[src/rtl/fwd_hazard_unit.sv]
// Operand-forwarding select and load-use stall generation for the in-order pipeline.
// A shadow pipe of in-flight destinations runs in lockstep with the datapath; stage 1 is youngest.
module fwd_hazard_unit #(
  parameter int unsigned RW         = 5,
  parameter int unsigned NSRC       = 2,
  parameter int unsigned DEPTH      = 3,
  parameter int unsigned LOAD_READY = 2,
  parameter int unsigned ZERO_REG   = 1,
  parameter int unsigned CNT_W      = 16,
  localparam int unsigned SELW      = $clog2(DEPTH + 1)
) (
  input  logic                 clk,
  input  logic                 rst_n,
  input  logic                 id_valid,
  input  logic [NSRC*RW-1:0]   id_rs,
  input  logic [RW-1:0]        id_rd,
  input  logic                 id_reg_write,
  input  logic                 id_is_load,
  input  logic                 flush,
  output logic [NSRC*SELW-1:0] fwd_sel,
  output logic                 stall,
  output logic [CNT_W-1:0]     stall_count
);

  logic [DEPTH-1:0]     vld_q, vld_d;
  logic [DEPTH-1:0]     ld_q, ld_d;
  logic [RW-1:0]        rd_q [DEPTH];
  logic [RW-1:0]        rd_d [DEPTH];
  logic [CNT_W-1:0]     cnt_q, cnt_d;
  logic [NSRC*SELW-1:0] sel_raw;
  logic [NSRC-1:0]      haz_op;
  logic                 stall_c;

  always_comb begin
    sel_raw = '0;
    haz_op  = '0;
    for (int unsigned i = 0; i < NSRC; i++) begin
      // Scan oldest to youngest so the youngest match overwrites earlier ones.
      for (int unsigned k = DEPTH; k > 0; k--) begin
        if (vld_q[k-1] && (rd_q[k-1] == id_rs[i*RW +: RW]) &&
            !((ZERO_REG != 0) && (id_rs[i*RW +: RW] == '0))) begin
          sel_raw[i*SELW +: SELW] = SELW'(k);
          haz_op[i]               = ld_q[k-1] && (k < LOAD_READY);
        end
      end
    end
    stall_c = id_valid && !flush && (|haz_op);
  end

  assign stall       = stall_c;
  assign fwd_sel     = (stall_c || !id_valid) ? '0 : sel_raw;
  assign stall_count = cnt_q;

  always_comb begin
    vld_d    = '0;
    ld_d     = '0;
    rd_d[0]  = id_rd;
    ld_d[0]  = id_is_load;
    vld_d[0] = id_valid && id_reg_write && !flush && !stall_c &&
               !((ZERO_REG != 0) && (id_rd == '0));
    for (int unsigned k = 1; k < DEPTH; k++) begin
      vld_d[k] = vld_q[k-1];
      ld_d[k]  = ld_q[k-1];
      rd_d[k]  = rd_q[k-1];
    end
    cnt_d = (stall_c && (cnt_q != '1)) ? cnt_q + CNT_W'(1) : cnt_q;
  end

  always_ff @(posedge clk or negedge rst_n) begin
    if (!rst_n) begin
      vld_q <= '0;
      ld_q  <= '0;
      cnt_q <= '0;
      for (int unsigned k = 0; k < DEPTH; k++) begin
        rd_q[k] <= '0;
      end
    end else begin
      vld_q <= vld_d;
      ld_q  <= ld_d;
      cnt_q <= cnt_d;
      for (int unsigned k = 0; k < DEPTH; k++) begin
        rd_q[k] <= rd_d[k];
      end
    end
  end

endmodule

[config.mk]
export PLATFORM = sky130hd
export DESIGN_NAME = fwd_hazard_unit
export DESIGN_NICKNAME = d
export VERILOG_FILES = /design/src/rtl/fwd_hazard_unit.sv
export SDC_FILE = /design/constraint.sdc
export NUM_CORES = 1
export LEC_CHECK = 0
export CORE_MARGIN = 2
export CORE_UTILIZATION = 38
export CTS_BUF_LIST = sky130_fd_sc_hd__clkbuf_16
export CTS_CLUSTER_SIZE = 25
export DETAILED_ROUTE_END_ITERATION = 16
export SYNTH_ARGS = -nofsm -noshare
export SYNTH_HDL_FRONTEND = slang
export SYNTH_SLANG_ARGS = --single-unit
[constraint.sdc]
create_clock -name clk -period 2.2 [get_ports clk]
set_input_delay 0.22 -clock clk [delete_from_list [all_inputs] [get_ports clk]]
set_output_delay 0.22 -clock clk [all_outputs]
set_load 0.1 [all_outputs]
==> impl_metrics.py <==
metrics = {
    "power": {
        "clkPwrFrac": 0.433,
        "vdd_drop_max_v": 0.000378,
        "netSwitchingFraction": 0.233,
        "p_comb_frac": 0.111,
        "p_per_area_nw_per_um2": 561,
        "power_leakage_nw": 1.14,
        "p_sw_mw": 0.349,
        "total_power_mw": 1.50,
        "internal_power_mw": 1.15,
        "pwr-share-seq": 0.457,
    },
    "cts": {
        "clock_sinks": 35,
        "cts_tree": "done",
        "root_buffer": "clkbuf_16",
        "cts_buffers": 5,
        "htree_levels": 2,
        "clkLatencyLatePin_ps": 270,
        "clkTransAtPathRegs_ps": 50,
        "ctsHoldBuffers": 0,
        "cts_buffer_depth": 2,
    },
    "placement": {
        "globalplace.congestion": 0.864,
        "pre_cts_slack_ps": -328,
        "dp_hpwl_um": 3150,
        "port_buffers": 41,
        "dpl-instance-area_um2": 2440,
    },
    "timing": {
        "whs_ps": 360,
        "finalSetupViolCount": 2,
        "setup_ws_ps": -78.6,
        "rsz0062_at_grt": "true",
        "hold_viol": 0,
        "relSlewSlack": 0.703,
        "fin_crit_ps": 2280,
        "fin_skew_ps": 2.90,
        "finalMaxSlewViolations": 0,
        "tightest_slew_ps": 446,
        "fin_crit_sh": 1.04,
        "fmax_mhz": 439,
    },
    "detailed_routing": {
        "avgRoutedWirePerCell_um": 15.4,
        "drc": 0,
        "drtIter0Drc": 67,
        "routed_wl_um": 4260,
        "via_per_inst": 5.14,
        "vias": 1424,
        "first_pass_iters": 4,
        "postRouteAntennaNets": 0,
    },
    "worst_setup_path": {
        "path_class": "reg2out",
        "crit_required_ps": 1980,
        "crit_arrival_ps": 2060,
        "critPathMaxFanout": 2,
        "critPathSlowestCell": "dfrtp_1",
        "slowest_delay_ps": 410,
        "path_cells": "xnor2_1 > nand4_1 > nor4_2 > buf_4 > nor2_4 > a2111oi_4 > buf_12",
        "critPathCaptureType": "output port",
        "cp-start-kind": "flip-flop",
    },
    "outcome": {
        "status": "finished, violations left",
        "failed_checks": "negative setup slack",
    },
    "finish": {
        "fill_cells": 382,
        "multiInputGateArea_um2": 978,
        "fin_util": 0.608,
        "regArea_um2": 886,
        "n_antenna_cell": 0,
        "finalNetCount": 246,
        "area_delta_synth_final_pct": 52.8,
        "drive_above_1_share": 0.378,
        "final_area_um2": 2670,
    },
    "synth": {
        "ys_async_sr_fraction": 1.00,
        "ys_top_cells_by_area": "dfrtp_1, xnor2_1, xor2_1",
        "ys_seq_elements": 35,
        "synth_edf_count": 0,
        "ys_warn_count": 0,
        "synth_area_um2": 1750,
        "ys_seq_area_frac": 0.502,
        "syn_nets": 178,
        "synth.distinct_cells": 30,
        "synth.most_common_cell": "dfrtp_1",
        "syn-instance-count": 156,
        "syn_area_per_cell_um2": 11.2,
        "yosysTopAreaCellShare": 0.502,
        "synth_area_leader_cell": "dfrtp_1",
        "synthFlopType": "dfrtp_1",
        "synth_common_cells": "dfrtp_1, xnor2_1, xor2_1",
    },
    "hold_path": {
        "min_path_type": "in2async",
    },
    "die": {
        "rows": 24,
        "initial_utilization": 0.398,
        "core_area_um2": 4380,
        "die_area_um2": 5150,
        "die_x_um": 71.8,
        "fp.dieH_um": 71.8,
        "num_io_pins": 42,
    },
    "global_routing": {
        "grt_start_max_net_pins": 36,
        "grt_antenna_before_repair": 0,
        "grt_util_all_layers": 0.174,
        "grt_pass1_vias": 1470,
        "overflow": 0,
        "grt_pass1_wl_um": 6930,
    },
    "run": {
        "cap_viol_max_count": 0,
    },
}
[critical path: cells and delay by family, from the launching register on]
family	cells	cell delay [ps]
AND/OR/NAND/NOR	3	430
buffers and inverters	2	410
flip-flops	1	410
AO/OA/AOI/OAI	1	390
XOR/XNOR	1	150
[through the flow]
step	TNS, ps	instances
after global placement	-3100	265
after global routing	-404	277
final	-141	277
after CTS	-160	275
after detailed placement	-4050	265
after floorplan	-778	156
[path summary, 6_finish.rpt]
| check | cells after the start | endpoint | from | slack, ps |
|---|---|---|---|---|
| max in group asynchronous | 2 | stall_count[5] | rst_n | 1490 |
| max | 7 | fwd_sel[3] | rd_q[2] | -80 |
| max reg2reg | 7 | stall_count[12] | rd_d[9] | 180 |
| min reg2reg | 0 | vld_q[2] | vld_q[1] | 410 |
| min | 2 | ld_q[0] | rst_n | 360 |
| min in group clk | 1 | ld_q[0] | id_is_load | 390 |
[cells in the final DEF, fill, tap and decap left out, types with 4 or more instances in the layout]
cell type        count
buf_12               6
clkbuf_16            5
nand2_1              6
nor2_1               6
xnor2_1             23
buf_4               34
xor2_1              20
nand4_1              9
inv_1                5
dfrtp_2              8
dlygate4sd2_1        5
nand3_1              9
clkdlybuf4s50_1     10
dfrtp_1             27
nor4_2               4
nor2_4               4
[flip-flops by register name, indices dropped and copies added (netlist names)]
name and cells:
rd_d 10, ld_q 1, stall_count 16, vld_q 3
rd_q 5
[timing repair]
item,CTS,global route
setup buffers,2,2
endpoints found under the setup margin,7,6
gates cloned,0,0
pin swaps,11,4
gates resized for setup,20,19
[kinds of logic (layout without fill, tap and decap cells)]
family                   after synthesis  after routing  share of synthesized area
AND/OR/NAND/NOR                       59             59                      0.200
multiplexers                           3              3                     0.0194
buffers and inverters                  6             75                     0.0172
flip-flops                            35             35                      0.502
adder cells (fa/ha/maj)                1              1                    0.00717
AO/OA/AOI/OAI                          9              9                     0.0387
XOR/XNOR                              43             43                      0.216
[area by class of cell]
cell class,count,area share
Multi-Input combinational cell,115,0.367
Sequential cell,35,0.332
Timing Repair Buffer,62,0.217
Clock buffer,5,0.0469
Tap cell,52,0.0244
Inverter,5,0.00798
Clock inverter,3,0.00422
[per-layer routing]
layer  routed length [um]  share of wire  track usage
met5                    0              0            0
met4                   13         0.0031       0.0377
met3                  157          0.037       0.0309
met2                 2030           0.48        0.276
met1                 2060           0.48        0.251
[power by group through the flow]
stage | Combinational (mW) | Sequential, mW | Clock (mW)
3_5_place_dp | 0.166 | 0.695 | 0
5_1_grt | 0.180 | 0.686 | 0.684
4_1_cts | 0.165 | 0.683 | 0.658
2_1_floorplan | 0.0667 | 0.700 | 0
3_3_place_gp | 0.163 | 0.694 | 0
6_report | 0.166 | 0.683 | 0.647
Note: power is estimated with default switching activity, not from simulation.
